<file path="src/rtl/reg_file_pkg.sv">
// Shared register-file types: address width, zero register, instruction bundle.
// Used by decode, writeback and reg_file; optional macro RF_BYPASS_EN lives in reg_file.
package reg_file_pkg;

   localparam int RF_ADDR_W = 5;
   localparam logic [RF_ADDR_W-1:0] REG_ZERO = 5'd0;

   typedef enum logic [1:0] {
      OP_ALU,
      OP_LOAD,
      OP_STORE,
      OP_BRANCH
   } op_class_e;

   typedef struct packed {
      op_class_e            op;
      logic [RF_ADDR_W-1:0] rs;
      logic [RF_ADDR_W-1:0] rt;
      logic [RF_ADDR_W-1:0] rd;
      logic [15:0]          imm;
   } instr_structure;

endpackage

</file>
<file path="src/rtl/rf_scoreboard.sv">
// Pending-write scoreboard: one bit per register, set by decode, cleared by writeback.
// A set and a clear to the same register in one cycle leaves the bit set.
module rf_scoreboard
   import reg_file_pkg::*;
#(
   parameter int NUM_REGS = 32
) (
   input  logic                 clk,
   input  logic                 rst_n,
   input  logic                 set_en,
   input  logic [RF_ADDR_W-1:0] set_addr,
   input  logic                 clr_en,
   input  logic [RF_ADDR_W-1:0] clr_addr,
   input  logic [RF_ADDR_W-1:0] qry_a,
   input  logic [RF_ADDR_W-1:0] qry_b,
   output logic                 pend_a,
   output logic                 pend_b
);

   logic [NUM_REGS-1:0] pending;
   logic [NUM_REGS-1:0] pend_nxt;

   // Clear first, then set, so the younger instruction's claim wins.
   always_comb begin
      pend_nxt = pending;
      if (clr_en)
         pend_nxt[clr_addr] = 1'b0;
      if (set_en && set_addr != REG_ZERO)
         pend_nxt[set_addr] = 1'b1;
      pend_nxt[0] = 1'b0;
   end

   // Pending-bit register.
   always_ff @(posedge clk or negedge rst_n) begin
      if (!rst_n)
         pending <= '0;
      else
         pending <= pend_nxt;
   end

   assign pend_a = pending[qry_a] & (qry_a != REG_ZERO);
   assign pend_b = pending[qry_b] & (qry_b != REG_ZERO);

endmodule

</file>
<file path="src/rtl/reg_file.sv">
// Register file with registered two-port read and pending-write stall.
// Define RF_BYPASS_EN to forward same-cycle write data to the read ports.
module reg_file
   import reg_file_pkg::*;
#(
   parameter int NUM_REGS = 32,
   parameter int DATA_W   = 32
) (
   input  logic                 clk,
   input  logic                 rst_n,
   input  logic                 rfWriteEn_p0,
   input  logic [RF_ADDR_W-1:0] rfWriteAddr_p0,
   input  logic [DATA_W-1:0]    rfWriteData_p0,
   input  logic                 done_in,
   input  logic [RF_ADDR_W-1:0] rdAddrA,
   input  logic [RF_ADDR_W-1:0] rdAddrB,
   input  logic                 sbSetEn,
   input  logic [RF_ADDR_W-1:0] sbSetAddr,
   output logic [DATA_W-1:0]    rdDataA,
   output logic [DATA_W-1:0]    rdDataB,
   output logic                 done_out,
   output logic                 stall
);

   logic [DATA_W-1:0] regs [NUM_REGS];

   logic              wr_ok;
   logic              pend_a;
   logic              pend_b;
   logic              byp_a;
   logic              byp_b;
   logic              rd_go;
   logic [DATA_W-1:0] val_a;
   logic [DATA_W-1:0] val_b;

   assign wr_ok = rfWriteEn_p0 && (rfWriteAddr_p0 != REG_ZERO);

   rf_scoreboard #(
      .NUM_REGS (NUM_REGS)
   ) u_sb (
      .clk      (clk),
      .rst_n    (rst_n),
      .set_en   (sbSetEn),
      .set_addr (sbSetAddr),
      .clr_en   (wr_ok),
      .clr_addr (rfWriteAddr_p0),
      .qry_a    (rdAddrA),
      .qry_b    (rdAddrB),
      .pend_a   (pend_a),
      .pend_b   (pend_b)
   );

`ifdef RF_BYPASS_EN
   assign byp_a = wr_ok && (rfWriteAddr_p0 == rdAddrA);
   assign byp_b = wr_ok && (rfWriteAddr_p0 == rdAddrB);
`else
   assign byp_a = 1'b0;
   assign byp_b = 1'b0;
`endif

   // A bypassed write satisfies its own pending bit.
   assign stall = done_in &
                  ((pend_a & ~byp_a) | (pend_b & ~byp_b));

   assign rd_go = done_in & ~stall;

   // Operand select: zero register, forwarded write, or stored value.
   always_comb begin
      val_a = regs[rdAddrA];
      val_b = regs[rdAddrB];
      if (byp_a)
         val_a = rfWriteData_p0;
      if (byp_b)
         val_b = rfWriteData_p0;
      if (rdAddrA == REG_ZERO)
         val_a = '0;
      if (rdAddrB == REG_ZERO)
         val_b = '0;
   end

   // Storage array; register 0 is never written.
   always_ff @(posedge clk or negedge rst_n) begin
      if (!rst_n) begin
         for (int i = 0; i < NUM_REGS; i++)
            regs[i] <= '0;
      end else if (wr_ok) begin
         regs[rfWriteAddr_p0] <= rfWriteData_p0;
      end
   end

   // Read pipeline register; operands hold when no read is accepted.
   always_ff @(posedge clk or negedge rst_n) begin
      if (!rst_n) begin
         rdDataA  <= '0;
         rdDataB  <= '0;
         done_out <= 1'b0;
      end else begin
         done_out <= rd_go;
         if (rd_go) begin
            rdDataA <= val_a;
            rdDataB <= val_b;
         end
      end
   end

endmodule
</file>
<file path="config.mk">
export PLATFORM = sky130hd
export DESIGN_NAME = reg_file
export DESIGN_NICKNAME = d
export VERILOG_FILES = /design/src/rtl/reg_file_pkg.sv /design/src/rtl/rf_scoreboard.sv /design/src/rtl/reg_file.sv
export SDC_FILE = /design/constraint.sdc
export NUM_CORES = 2
export LEC_CHECK = 0
export BUFFER_PORTS_ARGS = -buffer_cell sky130_fd_sc_hd__buf_2
export CORE_MARGIN = 1.5
export CORE_UTILIZATION = 55
export DETAILED_ROUTE_END_ITERATION = 16
export PLACE_DENSITY_LB_ADDON = 0.1
export SYNTH_ARGS = -nofsm -noshare
export SYNTH_HDL_FRONTEND = slang
export SYNTH_SLANG_ARGS = --single-unit
</file>
<file path="constraint.sdc">
create_clock -name clk -period 2.3 [get_ports clk]
set_clock_uncertainty 0.2 [all_clocks]
set_input_delay 0.115 -clock clk [delete_from_list [all_inputs] [get_ports clk]]
set_output_delay 0.115 -clock clk [all_outputs]
set_load 0.01 [all_outputs]
</file>
; ---- Yosys cells after proc, flatten, opt, wreduce, memory -nomap -nowiden
; Index checks and enable logic that the tools add are counted.
[word_totals]
word_cells = 90
ff_bits = 1120
input_bits = 57
out_inout_bits = 66
[classes]
n_mux = 21
magnitude_cmp = 10
n_bitwise = 12
reduce_logical = 11
[op_table]
columns = operator, count
row1 = 1024-bit bitwise mux, 1
row2 = 32-bit binary-select mux with 5-bit select, 2
row3 = 32-bit 2-to-1 mux, 9
row4 = 32-bit demux with 5-bit select, 1
row5 = 32-bit bitwise AND, 1
row6 = 32-bit NOT, 1
row7 = 32-bit bitwise OR, 1
row8 = 5-bit by 6-bit < comparator with 1-bit output (second input constant), 4
row9 = 5-bit nonzero test, 4
row10 = 6-bit greater-or-equal comparator (second input constant), 3
row11 = 5-bit NOT with 6-bit output, 3
row12 = 1-bit binary-select mux with 5-bit select, 2
row13 = 1-bit demux with 5-bit select, 2
row14 = 5-bit by 1-bit greater-or-equal comparator with 1-bit output (second input constant), 2
row15 = 5-bit zero test, 2
row16 = 6-bit by 1-bit < comparator with 1-bit output (second input constant), 1
row17 = 1-bit logical AND, 5
row18 = 1-bit bitwise AND, 4
row19 = 1-bit 2-to-1 mux, 4
row20 = 1-bit NOT, 1
row21 = 1-bit bitwise OR, 1

; ---- Logic depth before layout (Yosys ltp)
[logic_depth]
depth_word = 9
mapped_depth = 10
ltp_nobuf = 6

; ---- By module
; Synthesis repeated with hierarchy kept, for this count alone.
[hier_totals]
hier_cells = 4076
hier_area_um2 = 59158.0
[by_module_without_submodules]
columns = mod, cells_each, seq_area_each_um2, area_each_um2, n_inst
row1 = reg_file, 3884, 27251.1, 57229.9, 1
row2 = rf_scoreboard, 192, 775.7, 1928.1, 1

; ---- Least setup slack after synthesis
; No wires, ideal clock.
[synth_path]
kind = register to register
from = register u_sb.pending[15]
to = register rdDataA[10]
path_slack_ns = -0.127
required_time_ns = 1.975
path_buffers = 1
synth_period_minus_slack_ns = 2.427
path_stages_with_launch = 8
arrival_ns = 2.102
setup_ns = 0.125
path_cell_list = dfrtp_1 -> mux4_2 -> mux2i_1 -> a22oi_2 -> a221o_4 -> inv_4 -> buf_8 -> mux2_4
[synth_via]
elab_chain_len = 7
elab_cells_between_ends = 10
cone_classes = 4 x mux / 6 x bitwise
[synth_rtl]
columns = element, line_no
row1 = start: declaration, rf_scoreboard.sv:20  ; logic [NUM_REGS-1:0] pending;
row2 = start signal: assignment, rf_scoreboard.sv:38  ; pending <= pend_nxt;
row3 = "1-bit binary-select mux with 5-bit select, on equally long branches", "rf_scoreboard.sv:41, rf_scoreboard.sv:42"
row4 = "1-bit 2-to-1 mux, on equally long branches", "rf_scoreboard.sv:41, rf_scoreboard.sv:42"
row5 = "1-bit bitwise AND, on equally long branches", "rf_scoreboard.sv:41, rf_scoreboard.sv:42"
row6 = 1-bit bitwise OR (*), reg_file.sv:63  ; ((pend_a & ~byp_a) | (pend_b & ~byp_b));
row7 = 1-bit bitwise AND (*), reg_file.sv:62  ; assign stall = done_in &
row8 = 1-bit NOT (*), reg_file.sv:65  ; assign rd_go = done_in & ~stall;
row9 = 1-bit bitwise AND (*), reg_file.sv:65
row10 = end signal: assignment, reg_file.sv:100  ; rdDataA <= val_a;
row11 = end: declaration, reg_file.sv:19  ; output logic [DATA_W-1:0] rdDataA,
; Every way passes the cells marked *; elsewhere a longest branch is shown, timed or not. The select of a mux whose other input is x is not followed.
; A chain may end at the register's enable or synchronous reset.

; ---- Worst setup path after layout
[layout_path]
from = register u_sb.pending[13]
to = output stall
[layout_via]
elab_chain_len = 5
elab_cells_between_ends = 8
cone_classes = 4 x mux / 4 x bitwise
[layout_rtl]
columns = element, line_no
row1 = "1-bit binary-select mux with 5-bit select, on equally long branches", "rf_scoreboard.sv:41, rf_scoreboard.sv:42"
row2 = "1-bit 2-to-1 mux, on equally long branches", "rf_scoreboard.sv:41, rf_scoreboard.sv:42"
row3 = "1-bit bitwise AND, on equally long branches", "rf_scoreboard.sv:41, rf_scoreboard.sv:42"
row4 = 1-bit bitwise OR (*), reg_file.sv:63
row5 = 1-bit bitwise AND (*), reg_file.sv:62
row6 = end: declaration, reg_file.sv:22  ; output logic stall
; Marked as above.

==> results summary <==
The flow ran to the end, but the final reports show violations. The final reports fail on DRC, hold timing, setup timing. The detailed placer's ending HPWL came out at around 120 mm. The portion of synthesized cell area occupied by the leading cell type is 0.479. The number of pins exceeding their max-slew limit in the final report came out at 0. Power spread over the standard cell area amounts to roughly 860 nW/µm².

For the pin with the worst max-slew slack, the measured transition is between 0.6 and 0.7 ns. The worst min-delay path category is in2reg. After clock tree synthesis, the clock-pin slew on the worst setup and hold paths is ~0.060 ns. The H-tree was split into 3 levels. The smallest hold slack came out at -0.0421 ns. The clock period minus worst slack is around 2.9 ns. The total of max-cap violations is 0. The worst hold path terminates at u_sb.pending[21].

Dividing the detail-routed wire length by the instance count gives approximately 34 µm. TritonCTS built the clock tree. The die covers 108000 µm². Yosys instantiated no cell more often than sky130_fd_sc_hd__mux2_2. The routability-driven placement congestion ratio came out at 0.875. The count of different cell masters after synthesis is 50. The via count of the first global-routing pass came out at between 40000 and 50000. The flip-flop and latch count after synthesis came out at 1120. The pre-CTS setup slack came out at -0.445 ns.

The number of cells traversed by the worst hold path came out at 6. The startpoint type of the worst setup path is a flop. The initial antenna violation count came out at 3. The gate count after technology mapping came out at slightly above 4000. In this run the most critical hold path is launched from rfWriteAddr_p0[3].

Pin placement for this block handled approximately 120 I/O pins. The pin count of the biggest net entering global routing came out at 95. The required time reported for the critical path endpoint is slightly below 2 ns.

Across all layers, the routed design uses just over 40000 vias. Summed over all layers, the routed wires come to approximately 200 mm. Fill cells in the final layout number 7733. The beginning of the worst register-to-register path is u_sb.pending[13]. The number of nets produced by synthesis is 4201. The effective utilization at floorplan came out at 0.556.

The final setup violation count is 70. The later pin in the worst-skew pair is clocked with a latency of roughly 0.75 ns. Measured in cells, the most critical reg-to-reg path has a length of 8.

For this run, asynchronously set or reset flops after synthesis account for 1.00. The least setup slack across all paths after layout is -0.647 ns. The critical path goes through mux4_2, mux2i_4, a22oi_2, buf_4, a22oi_2, buf_12, nor2_4, buf_6. The number of violations reported at the end of detailed-routing iteration 0 came out at about 4700. Dividing the detail-routed via count by the number of cells gives just under 7. The total global-route track usage came out at 0.368.

The maximum fanout encountered on the critical timing path is 3. The leakage power is approximately 0.03 µW. CTS placed an instance of sky130_fd_sc_hd__clkbuf_16 at the clock tree root. The worst relative slew slack came out at 0.587. Setup repair after global routing could not meet its margin everywhere. The worst setup path is of the reg2out kind.

Counting along the longest clock path gives a buffer depth of 3. Among the stages of the critical path, the cell type that occurs most often is sky130_fd_sc_hd__a22oi_2. The clock buffer count from CTS is about 120. Input and output buffers added on the ports amount to 122. The final period utilization came out at 1.28.

The die extent in x is ~330 µm. The worst setup slack for register-to-register paths came out at -0.51 ns. The post-synthesis cell type with the largest combined area is sky130_fd_sc_hd__dfrtp_1. The summed instance area of the synthesized netlist is between 50000 and 60000 µm².

The peak per-stage delay on the critical path came out at approximately 0.5 ns. The first-pass iteration count of the detailed router is 14. The wire length of the first global-routing pass is 290 mm. The number of warnings issued by yosys is 0.

The mean area per synthesized cell is between 10 and 15 µm². The net total in the final layout came out at between 4000 and 5000. The worst setup path is captured at an output pin.

The slowest stage of the critical path belongs to the cell sky130_fd_sc_hd__mux4_2. The portion of the post-synthesis area used by sequential elements came out at 0.479. The fraction of layout instances using a drive strength above 1 came out at 0.548. The area growth from synthesis to layout is 18.6%. The total clock sinks is between 1000 and 1500. Ranked by total cell area, the synthesized netlist is headed by sky130_fd_sc_hd__dfrtp_1 48%, sky130_fd_sc_hd__mux2_2 25%, sky130_fd_sc_hd__mux4_2 13%. The standard cell core area came out at about 110000 µm². The peak ir drop on the vdd network is approximately 700 µV. The total power is between 50000 and 60000 µW. The final number of hold-violating endpoints came out at 2. The leftover overflow at the end of global routing came out at 0.

The vertical extent of the die came out at between 300 and 400 µm. The most used flip-flop cell after synthesis is sky130_fd_sc_hd__dfrtp_1. The maximum clock frequency is roughly 340 MHz. The final-layout setup total negative slack is -30.65 ns. Counting instances in the post-synthesis netlist gives the leading cell types as 1316 x sky130_fd_sc_hd__mux2_2, 1120 x sky130_fd_sc_hd__dfrtp_1, 333 x sky130_fd_sc_hd__mux4_2, 290 x sky130_fd_sc_hd__clkbuf_1, 125 x sky130_fd_sc_hd__o22ai_1. Counting flops with a built-in enable in the synthesized netlist gives 0. The DRC violations left is 8. STA puts the critical path data arrival time at 2.63 ns.

The remaining antenna violation count after routing is 0. In this run the critical register-to-register path is captured at rdDataA[24]. The initialized floorplan defines around 120 standard-cell rows. The utilization of the core after routing came out at 0.659.
[registers in the layout, indices dropped and copies added, names as in the netlist]
signal and cells:
done_out 1, u_sb.pending 31, regs 1024, rdDataA 32, rdDataB 32
[how the worst max path moves through the flow]
stage	slack (ns)	endpoint	depth (start not counted)	startpoint
floorplan	-0.07	rdDataA[10]	7	u_sb.pending[15]
global placement	-0.40	rdDataA[10]	8	rdAddrA[0]
detailed placement	-0.44	rdDataA[4]	8	rdAddrA[0]
CTS	-0.67	stall	8	u_sb.pending[14]
global route	-0.71	stall	8	u_sb.pending[14]
finish	-0.65	stall	8	u_sb.pending[13]
[routing by layer]
metal	GRT usage	share of wire	up-vias
met5	0	0	-
met4	0.146	0.047	0
met3	0.0796	0.091	523
met2	0.558	0.45	2132
met1	0.519	0.41	21800
li1	-	-	16400
[area by class of cell]
cell class                      count  area (µm²)  share of cell area
Antenna cell                        2        5.00           0.0000721
Clock buffer                      170        3480              0.0501
Clock inverter                     48         589             0.00849
Inverter                            5        31.3            0.000450
Multi-Input combinational cell   2561       29000               0.417
Sequential cell                  1120       28000               0.404
Tap cell                         1391        1740              0.0251
Timing Repair Buffer              590        6590              0.0949
[report_power, final]
group          internal, µW  switching [µW]
Combinational          7790            5070
Clock                 11700            8400
Sequential            23600            3250
Total                 43200           16700
[repair_timing]
item,in CTS,in global routing
hold buffers,65,5
gates cloned,6,2
setup endpoints to repair,66,137
pin swaps,2,4
resized for setup,30,10
buffers inserted,10,3
endpoints found under the hold margin,2145,47
[critical path, delay by kind of cell (launching register included)]
family | cells | cell delay [ns]
multiplexers | 2 | 0.68
buffers and inverters | 3 | 0.42
flip-flops | 1 | 0.40
AO/OA/AOI/OAI | 2 | 0.38
AND/OR/NAND/NOR | 1 | 0.03
[logic make-up (layout without fill, tap and decap cells)]
logic type	count (synthesis)	count (layout)	synth area share
multiplexers	1721	1721	0.396
AO/OA/AOI/OAI	495	495	0.0586
flip-flops	1120	1120	0.479
buffers and inverters	463	813	0.0334
other	0	2	0
AND/OR/NAND/NOR	345	345	0.0337
[per-stage QoR]
step                      cell area (µm²)  cells
final                               69400   5887
after global routing                69400   5885
after CTS                           69400   5882
after detailed placement            64300   5584
after global placement              64300   5584
after floorplan                     58600   4144
[layout by cell type (no fill, tap or decap), types with 8 or more instances in the layout]
| cell | synthesis | final |
|---|---|---|
| sky130_fd_sc_hd__nand3b_1 | 8 | 8 |
| sky130_fd_sc_hd__buf_2 | 96 | 114 |
| sky130_fd_sc_hd__clkbuf_16 | 0 | 122 |
| sky130_fd_sc_hd__a22o_1 | 46 | 46 |
| sky130_fd_sc_hd__mux2_2 | 1316 | 1312 |
| sky130_fd_sc_hd__clkbuf_8 | 0 | 29 |
| sky130_fd_sc_hd__a211oi_1 | 63 | 63 |
| sky130_fd_sc_hd__or3_1 | 95 | 95 |
| sky130_fd_sc_hd__mux2i_1 | 44 | 43 |
| sky130_fd_sc_hd__mux4_2 | 333 | 333 |
| sky130_fd_sc_hd__nand2_4 | 0 | 15 |
| sky130_fd_sc_hd__clkinv_2 | 0 | 24 |
| sky130_fd_sc_hd__dfrtp_1 | 1120 | 1120 |
| sky130_fd_sc_hd__nand2_1 | 40 | 22 |
| sky130_fd_sc_hd__o21ai_0 | 119 | 117 |
| sky130_fd_sc_hd__buf_4 | 10 | 225 |
| sky130_fd_sc_hd__nand4_1 | 33 | 33 |
| sky130_fd_sc_hd__o22ai_1 | 125 | 125 |
| sky130_fd_sc_hd__nor2b_1 | 69 | 68 |
| sky130_fd_sc_hd__dlygate4sd3_1 | 0 | 67 |
| sky130_fd_sc_hd__a32o_1 | 33 | 33 |
| sky130_fd_sc_hd__buf_12 | 0 | 166 |
| sky130_fd_sc_hd__nor2_4 | 0 | 17 |
| sky130_fd_sc_hd__mux2_4 | 28 | 32 |
| sky130_fd_sc_hd__a22oi_1 | 96 | 95 |
| sky130_fd_sc_hd__nor3_1 | 36 | 36 |
| sky130_fd_sc_hd__nor2_1 | 27 | 10 |
| sky130_fd_sc_hd__clkbuf_1 | 290 | 21 |
| sky130_fd_sc_hd__bufinv_16 | 0 | 11 |
(Power assumes the default switching activity.)
